### config.mk
export PLATFORM = sky130hd
export DESIGN_NAME = rotate_buf_ctrl_flat
export DESIGN_NICKNAME = d
export VERILOG_FILES = /design/src/rtl/rotate_buf_pkg.sv /design/src/rtl/rotate_buf_ctrl_if.sv /design/src/rtl/rotate_out_skid.sv /design/src/rtl/rotate_buf_ctrl.sv /design/src/flat_wrapper.sv
export SDC_FILE = /design/constraint.sdc
export NUM_CORES = 1
export LEC_CHECK = 0
export CAP_MARGIN = 20
export CORE_AREA = 2 2 405 407
export DETAILED_ROUTE_END_ITERATION = 6
export DIE_AREA = 0 0 407 409
export PLACE_DENSITY_LB_ADDON = 0.2
export SETUP_SLACK_MARGIN = 0.5
export SLEW_MARGIN = 40
export SYNTH_ARGS = -nofsm -noshare
export SYNTH_HDL_FRONTEND = slang
export SYNTH_SLANG_ARGS = --single-unit
export TNS_END_PERCENT = 50
### constraint.sdc
create_clock -name clk -period 16.85 [get_ports clk]
set_input_delay 2.5275 -clock clk [delete_from_list [all_inputs] [get_ports clk]]
set_output_delay 2.5275 -clock clk [all_outputs]
set_load 0.05 [all_outputs]
### src/rtl/rotate_buf_pkg.sv
// Shared constants for the rotation frame-buffer sequencer: drain FSM encoding,
// bank index type and default tile geometry.
package rotate_buf_pkg;
  localparam int DEF_ROWS   = 8;
  localparam int DEF_COLS   = 16;
  localparam int BANK_WORDS = DEF_ROWS * DEF_COLS;
  localparam int ROW_W      = $clog2(DEF_ROWS);
  localparam int COL_W      = $clog2(DEF_COLS);

  localparam logic [1:0] ST_IDLE = 2'd0;
  localparam logic [1:0] ST_READ = 2'd1;
  localparam logic [1:0] ST_WAIT = 2'd2;

  typedef logic bank_t;
endpackage

### src/rtl/rotate_buf_ctrl_if.sv
// Input word stream, output tile stream and tile-done strobe of the frame-buffer
// sequencer; slave is the sequencer side.
interface rotate_buf_ctrl_if #(parameter int DATA_W = 256);
  logic              in_valid;
  logic              in_ready;
  logic [DATA_W-1:0] in_data;
  logic              out_valid;
  logic              out_ready;
  logic [DATA_W-1:0] out_data;
  logic              out_last;
  logic              tile_done;

  modport master (output in_valid, in_data, out_ready,
                  input  in_ready, out_valid, out_data, out_last, tile_done);
  modport slave  (input  in_valid, in_data, out_ready,
                  output in_ready, out_valid, out_data, out_last, tile_done);
endinterface

### src/rtl/rotate_out_skid.sv
// Two-entry output buffer with empty-path bypass, so a RAM word can leave the
// cycle it arrives; occupancy feeds the read-issue throttle.
module rotate_out_skid #(
  parameter int W = 257
) (
  input  logic         clk,
  input  logic         rst,
  input  logic         i_push,
  input  logic [W-1:0] i_data,
  input  logic         i_ready,
  output logic         o_valid,
  output logic [W-1:0] o_data,
  output logic [1:0]   o_occ
);
  logic [1:0][W-1:0] r_mem;
  logic              r_rd;
  logic              r_wr;
  logic [1:0]        r_occ;
  logic              w_empty;
  logic              w_pop;
  logic              w_store;

  assign w_empty = (r_occ == 2'd0);
  assign o_valid = !w_empty || i_push;
  assign o_data  = w_empty ? i_data : r_mem[r_rd];
  assign o_occ   = r_occ;
  assign w_pop   = !w_empty && i_ready;
  // An arriving word only lands in storage if it could not bypass straight out.
  assign w_store = i_push && !(w_empty && i_ready);

  always_ff @(posedge clk) begin
    if (w_store) r_mem[r_wr] <= i_data;
  end

  always_ff @(posedge clk) begin
    if (rst) begin
      r_rd  <= 1'b0;
      r_wr  <= 1'b0;
      r_occ <= 2'd0;
    end else begin
      if (w_store) r_wr <= ~r_wr;
      if (w_pop)   r_rd <= ~r_rd;
      case ({w_store, w_pop})
        2'b10:   r_occ <= r_occ + 2'd1;
        2'b01:   r_occ <= r_occ - 2'd1;
        default: r_occ <= r_occ;
      endcase
    end
  end
endmodule

### src/rtl/rotate_buf_ctrl.sv
// Ping-pong tile sequencer for the rotation frame buffer: fills one bank from the
// input stream while the other drains linearly or column-major.
module rotate_buf_ctrl
  import rotate_buf_pkg::*;
#(
  parameter int ADDR_W = 8,
  parameter int DATA_W = 256,
  parameter int ROWS   = 8,
  parameter int COLS   = 16
) (
  input  logic              clk,
  input  logic              rst,
  input  logic              i_flush,
  input  logic              i_rot_en,
  rotate_buf_ctrl_if.slave  bus,
  output logic [1:0]        o_bank_full,
  output logic              o_ram_wr_en,
  output logic [ADDR_W-1:0] o_ram_wr_addr,
  output logic [DATA_W-1:0] o_ram_wr_data,
  output logic [ADDR_W-1:0] o_ram_rd_addr,
  input  logic [DATA_W-1:0] i_ram_rd_data
);
  localparam int ROWB = $clog2(ROWS);
  localparam int COLB = $clog2(COLS);
  localparam int BW   = ADDR_W - 1;

  logic            w_clr;
  bank_t           r_fill_bank;
  logic [BW-1:0]   r_wcnt;
  logic [1:0]      r_bank_full;
  logic [1:0]      w_full_nxt;
  logic [1:0]      r_state;
  bank_t           r_drain_bank;
  logic            r_rot;
  logic [ROWB-1:0] r_row;
  logic [COLB-1:0] r_col;
  logic            r_inflight;
  logic            r_inflight_last;

  logic            w_in_fire;
  logic            w_fill_wrap;
  logic            w_room;
  logic            w_issue;
  logic            w_last_rd;
  logic            w_tile_end;
  logic            w_sk_valid;
  logic [DATA_W:0] w_sk_data;
  logic [1:0]      w_occ;

  assign w_clr = rst || i_flush;

  assign bus.in_ready = !w_clr && !r_bank_full[r_fill_bank];
  assign w_in_fire    = bus.in_valid && bus.in_ready;
  assign w_fill_wrap  = w_in_fire && (&r_wcnt);

  assign o_ram_wr_en   = w_in_fire;
  assign o_ram_wr_addr = {r_fill_bank, r_wcnt};
  assign o_ram_wr_data = bus.in_data;
  assign o_ram_rd_addr = {r_drain_bank, r_row, r_col};
  assign o_bank_full   = r_bank_full;

  // Skid occupancy plus the read still in the RAM pipe must stay below 2.
  assign w_room     = (w_occ == 2'd0) || ((w_occ == 2'd1) && !r_inflight);
  assign w_issue    = (r_state == ST_READ) && w_room;
  assign w_last_rd  = (&r_row) && (&r_col);
  assign w_tile_end = (r_state == ST_WAIT) && bus.out_valid && bus.out_ready && bus.out_last;

  always_comb begin
    w_full_nxt = r_bank_full;
    if (w_fill_wrap) w_full_nxt[r_fill_bank]  = 1'b1;
    if (w_tile_end)  w_full_nxt[r_drain_bank] = 1'b0;
  end

  always_ff @(posedge clk) begin
    if (w_clr) begin
      r_fill_bank <= 1'b0;
      r_wcnt      <= '0;
      r_bank_full <= 2'b00;
    end else begin
      r_bank_full <= w_full_nxt;
      if (w_in_fire) begin
        r_wcnt <= r_wcnt + BW'(1);
        if (w_fill_wrap) r_fill_bank <= ~r_fill_bank;
      end
    end
  end

  always_ff @(posedge clk) begin
    if (w_clr) begin
      r_state         <= ST_IDLE;
      r_drain_bank    <= 1'b0;
      r_rot           <= 1'b0;
      r_row           <= '0;
      r_col           <= '0;
      r_inflight      <= 1'b0;
      r_inflight_last <= 1'b0;
    end else begin
      r_inflight      <= w_issue;
      r_inflight_last <= w_issue && w_last_rd;
      case (r_state)
        ST_IDLE: if (r_bank_full[r_drain_bank]) begin
          r_rot   <= i_rot_en;
          r_state <= ST_READ;
        end
        ST_READ: if (w_issue) begin
          // Both orders end on the same final word and wrap the counters to 0.
          if (!r_rot) begin
            r_col <= r_col + COLB'(1);
            if (&r_col) r_row <= r_row + ROWB'(1);
          end else begin
            r_row <= r_row + ROWB'(1);
            if (&r_row) r_col <= r_col + COLB'(1);
          end
          if (w_last_rd) r_state <= ST_WAIT;
        end
        ST_WAIT: if (w_tile_end) begin
          r_drain_bank <= ~r_drain_bank;
          r_state      <= ST_IDLE;
        end
        default: r_state <= ST_IDLE;
      endcase
    end
  end

  rotate_out_skid #(.W(DATA_W + 1)) u_skid (
    .clk     (clk),
    .rst     (w_clr),
    .i_push  (r_inflight),
    .i_data  ({r_inflight_last, i_ram_rd_data}),
    .i_ready (bus.out_ready),
    .o_valid (w_sk_valid),
    .o_data  (w_sk_data),
    .o_occ   (w_occ)
  );

  assign bus.out_valid = w_sk_valid && !w_clr;
  assign bus.out_data  = w_sk_data[DATA_W-1:0];
  assign bus.out_last  = w_sk_data[DATA_W];
  assign bus.tile_done = w_tile_end;
endmodule

### src/flat_wrapper.sv
// flat-port wrapper written by rule: the top's interface ports become plain ports
module rotate_buf_ctrl_flat import rotate_buf_pkg::*;
#(
  parameter int ADDR_W = 8,
  parameter int DATA_W = 256,
  parameter int ROWS   = 8,
  parameter int COLS   = 16
)
  (clk, rst, i_flush, i_rot_en, o_bank_full, o_ram_wr_en, o_ram_wr_addr, o_ram_wr_data, o_ram_rd_addr, i_ram_rd_data, bus_in_valid, bus_in_data, bus_out_ready, bus_in_ready, bus_out_valid, bus_out_data, bus_out_last, bus_tile_done);
  rotate_buf_ctrl_if #(.DATA_W(DATA_W)) bus_i ();
  input  logic clk;
  input  logic rst;
  input  logic i_flush;
  input  logic i_rot_en;
  output logic [1:0] o_bank_full;
  output logic o_ram_wr_en;
  output logic [ADDR_W-1:0] o_ram_wr_addr;
  output logic [DATA_W-1:0] o_ram_wr_data;
  output logic [ADDR_W-1:0] o_ram_rd_addr;
  input  logic [DATA_W-1:0] i_ram_rd_data;
  input wire logic [$bits(bus_i.in_valid)-1:0] bus_in_valid;
  input wire logic [$bits(bus_i.in_data)-1:0] bus_in_data;
  input wire logic [$bits(bus_i.out_ready)-1:0] bus_out_ready;
  output wire logic [$bits(bus_i.in_ready)-1:0] bus_in_ready;
  output wire logic [$bits(bus_i.out_valid)-1:0] bus_out_valid;
  output wire logic [$bits(bus_i.out_data)-1:0] bus_out_data;
  output wire logic [$bits(bus_i.out_last)-1:0] bus_out_last;
  output wire logic [$bits(bus_i.tile_done)-1:0] bus_tile_done;
  assign bus_i.in_valid = bus_in_valid;
  assign bus_i.in_data = bus_in_data;
  assign bus_i.out_ready = bus_out_ready;
  assign bus_in_ready = bus_i.in_ready;
  assign bus_out_valid = bus_i.out_valid;
  assign bus_out_data = bus_i.out_data;
  assign bus_out_last = bus_i.out_last;
  assign bus_tile_done = bus_i.tile_done;
  rotate_buf_ctrl #(.ADDR_W(ADDR_W), .DATA_W(DATA_W), .ROWS(ROWS), .COLS(COLS)) u_core (.clk(clk), .rst(rst), .i_flush(i_flush), .i_rot_en(i_rot_en), .bus(bus_i), .o_bank_full(o_bank_full), .o_ram_wr_en(o_ram_wr_en), .o_ram_wr_addr(o_ram_wr_addr), .o_ram_wr_data(o_ram_wr_data), .o_ram_rd_addr(o_ram_rd_addr), .i_ram_rd_data(i_ram_rd_data));
endmodule
# --- Word-level counts from Yosys, hierarchy flattened ---
# Cells that the tools add are included.
totals:
  inputBits: 518
  output_inout_bits: 535
  wordCells: 108
  reg_bits: 541
classes:
  n_reduce_logical: 38
  n_lt_le_gt_ge: 7
  add_sub_neg: 5
  muxes: 26
  n_bitwise: 7
  n_eq_ne: 10
op_table:
  columns: ["cell", "count"]
  rows:
  - ["257-bit two-way mux", 4]
  - ["514-bit bitwise mux", 1]
  - ["257-bit demux with 1-bit select", 1]
  - ["1-bit logical AND", 17]
  - ["2-bit two-way mux", 6]
  - ["3-bit AND reduction", 3]
  - ["1-bit by 2-bit < comparator with 1-bit output, second input constant", 4]
  - ["4-bit two-way mux", 2]
  - ["4-bit AND reduction", 2]
  - ["7-bit by 1-bit adder with 7-bit output, second input constant", 1]
  - ["7-bit AND reduction", 1]
  - ["2-bit by 1-bit == test with 1-bit output, second input constant", 3]
  - ["1-bit two-way mux", 6]
  - ["3-bit two-way mux", 2]
  - ["2-bit by 1-bit inequality test with 1-bit output, second input constant", 3]
  - ["2-bit case mux with 3 select lines", 1]
  - ["2-bit AND reduction", 3]
  - ["1-bit zero test", 5]
  - ["4-bit by 1-bit adder with 4-bit output, second input constant", 1]
  - ["2-bit == test, second input constant", 2]
  - ["2-bit zero test", 2]
  - ["2-bit inequality test, second input constant", 2]
  - ["1-bit inverter", 4]
  - ["2-bit case mux with 2 select lines", 1]
  - ["10 further kinds", 16]

# --- Logic depth before layout (Yosys ltp) ---
logic_depth:
  ltp_word: 9
  mapped_depth: 9
  depth_no_buf: 8

# --- Hierarchy ---
# Synthesis repeated with hierarchy kept, for this count alone.
unflattened:
  hier_cells: 1784
  hier_area_um2: 24631.1
modules_own_cells:
  columns: ["module", "seq_area_each_um2", "cells_per_inst", "instances", "area_each_um2"]
  rows:
  - ["rotate_out_skid", 15514.9, 1396, 1, 21513.1]
  - ["rotate_buf_ctrl", 460.4, 388, 1, 3118.0]

# --- Least setup slack after synthesis ---
# No wires, ideal clock.
synth_timing:
  path_type: "input to register"
  start: "input bus_out_ready"
  end: "register u_core.u_skid.r_mem[0] (netlist bit) (enable)"
  cell_stages: 3
  path_buffers: 0
  t_required_ns: 15.971
  arrival_ns: 13.419
  setup_slack_ns: 2.552
  setup_ns: 0.879
  cell_sequence: "nand2_1 -> nand2_1 -> nor2_1"
synth_via:
  elab_chain_cells: 3
synth_lines:
  columns: ["element", "line_no", "text"]
  rows:
  - ["start: declaration", "flat_wrapper.sv:23", "input wire logic [$bits(bus_i.out_ready)-1:0] bus_out_ready;"]
  - ["1-bit logical AND", "rotate_out_skid.sv:29", "assign w_store = i_push && !(w_empty && i_ready);"]
  - ["1-bit zero test", "rotate_out_skid.sv:29", null]
  - ["1-bit logical AND", "rotate_out_skid.sv:29", null]
  - ["end signal: indexed assignment", "rotate_out_skid.sv:32", "if (w_store) r_mem[r_wr] <= i_data;"]
  - ["end: declaration", "rotate_out_skid.sv:15", "logic [1:0][W-1:0] r_mem;"]
# No other way between the ends.
# A chain may end at the register's enable or synchronous reset.

# --- Final worst setup path ---
layout_timing:
  start: "register u_core.u_skid.r_occ[0], in the netlist u_core.u_skid.o_occ[0]"
  end: "output bus_out_data[141]"
layout_via:
  elab_chain_cells: 2
layout_lines:
  columns: ["element", "line_no", "text"]
  rows:
  - ["start: declaration", "rotate_out_skid.sv:18", "logic [1:0] r_occ;"]
  - ["start signal: assignment", "rotate_out_skid.sv:44", "2'b10: r_occ <= r_occ + 2'd1;"]
  - ["start signal: assignment", "rotate_out_skid.sv:45", "2'b01: r_occ <= r_occ - 2'd1;"]
  - ["start signal: assignment", "rotate_out_skid.sv:46", "default: r_occ <= r_occ;"]
  - ["2-bit zero test", "rotate_out_skid.sv:23", "assign w_empty = (r_occ == 2'd0);"]
  - ["257-bit two-way mux", "rotate_out_skid.sv:25", "assign o_data = w_empty ? i_data : r_mem[r_rd];"]
  - ["end: declaration", "flat_wrapper.sv:26", "output wire logic [$bits(bus_i.out_data)-1:0] bus_out_data;"]
# No other way between the ends.

==> impl_metrics.env <==
export IMPL_h_tree_depth=3
export IMPL_die_w_um=407
export IMPL_dp_cells=4153
export IMPL_drt_met1_wl_um=26410
export IMPL_cts_tree="built"
export IMPL_synth_cell_types=38
export IMPL_rsz0062_at_grt="false"
export IMPL_path_clk_slew_ns=0.05
export IMPL_critPathMaxFanout=88
export IMPL_p_leak_nw=10.24
export IMPL_vias=14284
export IMPL_cts_setup_buffers=0
export IMPL_row_count=148
export IMPL_route_met2_wl_um=36340
export IMPL_timing_slew_headroom_pct=47.77
export IMPL_ys_warn_count=0
export IMPL_grt_overflow=0
export IMPL_drtIter0Drc=647
export IMPL_fillers=17396
export IMPL_grt_pass1_wl_um=110200
export IMPL_vias_per_cell=3.338
export IMPL_start_util_pct=14.80
export IMPL_root_buffer="clkbuf_16"
export IMPL_synth_seq_area_share_pct=66.63
export IMPL_syn_to_final_growth_pct=34.34
export IMPL_wl_met3_um=12280
export IMPL_postRouteAntennaNets=0
export IMPL_synth_area_um2=23980
export IMPL_clk_insertion_delay_late_ns=0.66
export IMPL_cts_buffers=72
export IMPL_die_height_um=409
export IMPL_drc=0
export IMPL_crit_required_ns=14.32
export IMPL_n_antenna_cell=0
export IMPL_clkSinkCount=541
export IMPL_dp_hpwl_um=56250
export IMPL_final_util_pct=19.88
export IMPL_tightest_slew_ns=0.7834
export IMPL_final_cells=4279
export IMPL_synth_edf_count=514
export IMPL_hold_buffers=0
export IMPL_place_port_buffers=540
export IMPL_antenna_found_initial=17
export IMPL_syn_nets=2290
export IMPL_synthCells=1765
export IMPL_fin_nets=2580
export IMPL_hold_viol_final=0
export IMPL_core_area_um2=162000
export IMPL_power_w=0.003206
export IMPL_fp_dieArea_um2=166500
export IMPL_post_cts_resized=0
export IMPL_status="completed"
export IMPL_setup_viol=0
export IMPL_grt_pass1_vias=15184
export IMPL_setup_ws_ns=9.700
export IMPL_finalClockSkew_ns=0.03958
export IMPL_async_flop_share_pct=0
export IMPL_ys_flop_type="edfxtp_1"
export IMPL_ys_seq_elements=541
export IMPL_grt_max_degree=92
export IMPL_wirelength_um=79080
export IMPL_syn_avg_cell_area_um2=13.58
export IMPL_place_ws_ns=9.718
export IMPL_fin_setup_tns_ns=0
export IMPL_crit_type="reg2out"
export IMPL_cp_end_kind="output port"
export IMPL_top_layer_used="met5"
export IMPL_firstDrtPassIters=5
export IMPL_final_max_slew_viol_count=0
export IMPL_num_io_pins=1053
export IMPL_clock_path_buffers=3
export IMPL_hp_class="reg2reg"
export IMPL_ff2ff_setup_slack_ns=13.40
export IMPL_drive_above_1_share_pct=6.131
export IMPL_timing_final_crit_share_pct=42.43
export IMPL_wl_per_cell_um=18.48
export IMPL_timing_final_crit_period_ns=7.150
export IMPL_fmax_ghz=0.1399
export IMPL_place_gp_congestion=0.7332
export IMPL_track_usage_pct=9.112
export IMPL_cp_arrival_ns=4.62
export IMPL_cellPowerDensity_nw_per_um2=99.52
export IMPL_cp_start_kind="register"
export IMPL_max_cap_violations=0
export IMPL_ir_worst_vdd_mv=0.06627
[final timing paths]
check	depth (start not counted)	to	from
min reg2reg	0	u_core.u_skid.r_mem[513]	u_core.r_inflight_last
min	0	u_core.u_skid.r_mem[513]	u_core.r_inflight_last
max	9	bus_out_data[141]	u_core.u_skid.o_occ[0]
max reg2reg	7	u_core.u_skid.r_mem[388]	u_core.u_skid.o_occ[0]
[Yosys cell counts (3+ instances only)]
library cell	n	share of area, %
nand3_1	5	0.10
a21oi_1	3	0.063
nand4_1	4	0.10
inv_1	6	0.094
buf_4	284	8.9
ha_1	7	0.37
edfxtp_1	514	64
dfxtp_1	27	2.3
buf_2	34	0.71
mux2i_1	261	11
nor2_1	24	0.38
clkbuf_1	30	0.47
xor2_1	12	0.44
nand2_1	261	4.1
o21ai_0	259	5.4
and3_1	3	0.078
[layout make-up]
cell class	instances	area, um^2	share of cell area (%)
clock buffers	88	1883	5.846
clock inverters	35	300.3	0.9323
flip-flops and latches	541	15980	49.61
repair buffers	564	5715	17.74
multi-input cells	870	5588	17.35
well taps	2175	2721	8.449
inverters	6	22.52	0.06992
[state kept, by name (all words and copies together), names as in the netlist, 2 cells and up]
signal / flops
u_core.u_skid.o_occ: 2
u_core.u_skid.r_mem: 514
u_core.r_row: 3
u_core.o_bank_full: 2
u_core.r_state: 2
u_core.r_wcnt: 7
u_core.r_col: 4
[per-stage QoR]
step	area (um^2)	hold WS [ns]
2_1_floorplan	23980	0.4423
3_3_place_gp	29880	0.4937
3_5_place_dp	29960	0.5004
4_1_cts	32140	0.5078
5_1_grt	32210	0.5286
6_report	32210	0.5112
[cells in the final DEF, fill, tap and decap left out, types with 3 or more instances in the layout]
cell,count
clkdlybuf4s50_1,540
edfxtp_1,514
a21oi_1,3
buf_12,7
ha_1,6
clkinvlp_4,3
nand3_1,5
inv_1,6
clkinv_8,3
bufinv_16,3
xor2_1,12
nand2_1,261
buf_4,10
clkbuf_16,73
mux2i_1,261
buf_6,6
clkinv_2,4
dfxtp_1,26
o21ai_0,258
clkbuf_1,15
nor2_1,23
clkinv_1,19
nand4_1,4
[power by group]
part / internal [W] / leakage, nW / switching, W / total, W
Combinational: 0.000119 / 4.35 / 0.000183 / 0.000302
Sequential: 0.00147 / 4.84 / 0.0000000924 / 0.00147
Clock: 0.000839 / 1.05 / 0.000594 / 0.00143
Total: 0.00243 / 10.2 / 0.000777 / 0.00321
[critical path: stages (launching register included)]
cell             delay, ns
dfxtp_1               0.33
inv_1                 0.10
ha_4                  0.45
buf_6                 0.51
buf_4                 0.53
buf_4                 0.47
buf_12                0.28
nand2_1               0.07
o21ai_0               0.15
clkdlybuf4s50_1       0.88
[layer usage]
metal | track usage, % | up-vias
li1 | - | 6723
met1 | 8.471 | 6656
met2 | 14.59 | 671
met3 | 6.537 | 200
met4 | 4.904 | 34
met5 | 0.7018 | -
[kinds of logic (layout without fill, tap and decap cells)]
| group | count (synthesis) | count (layout) | synth area share, % |
|---|---|---|---|
| compound gates | 273 | 273 | 5.996 |
| flops | 541 | 541 | 66.63 |
| mux | 265 | 265 | 11.15 |
| buf+inv | 354 | 693 | 10.17 |
| xor+xnor | 14 | 14 | 0.5114 |
| simple gates | 311 | 311 | 5.182 |
| fa+ha+maj | 7 | 7 | 0.3653 |
(Power assumes the default switching activity.)
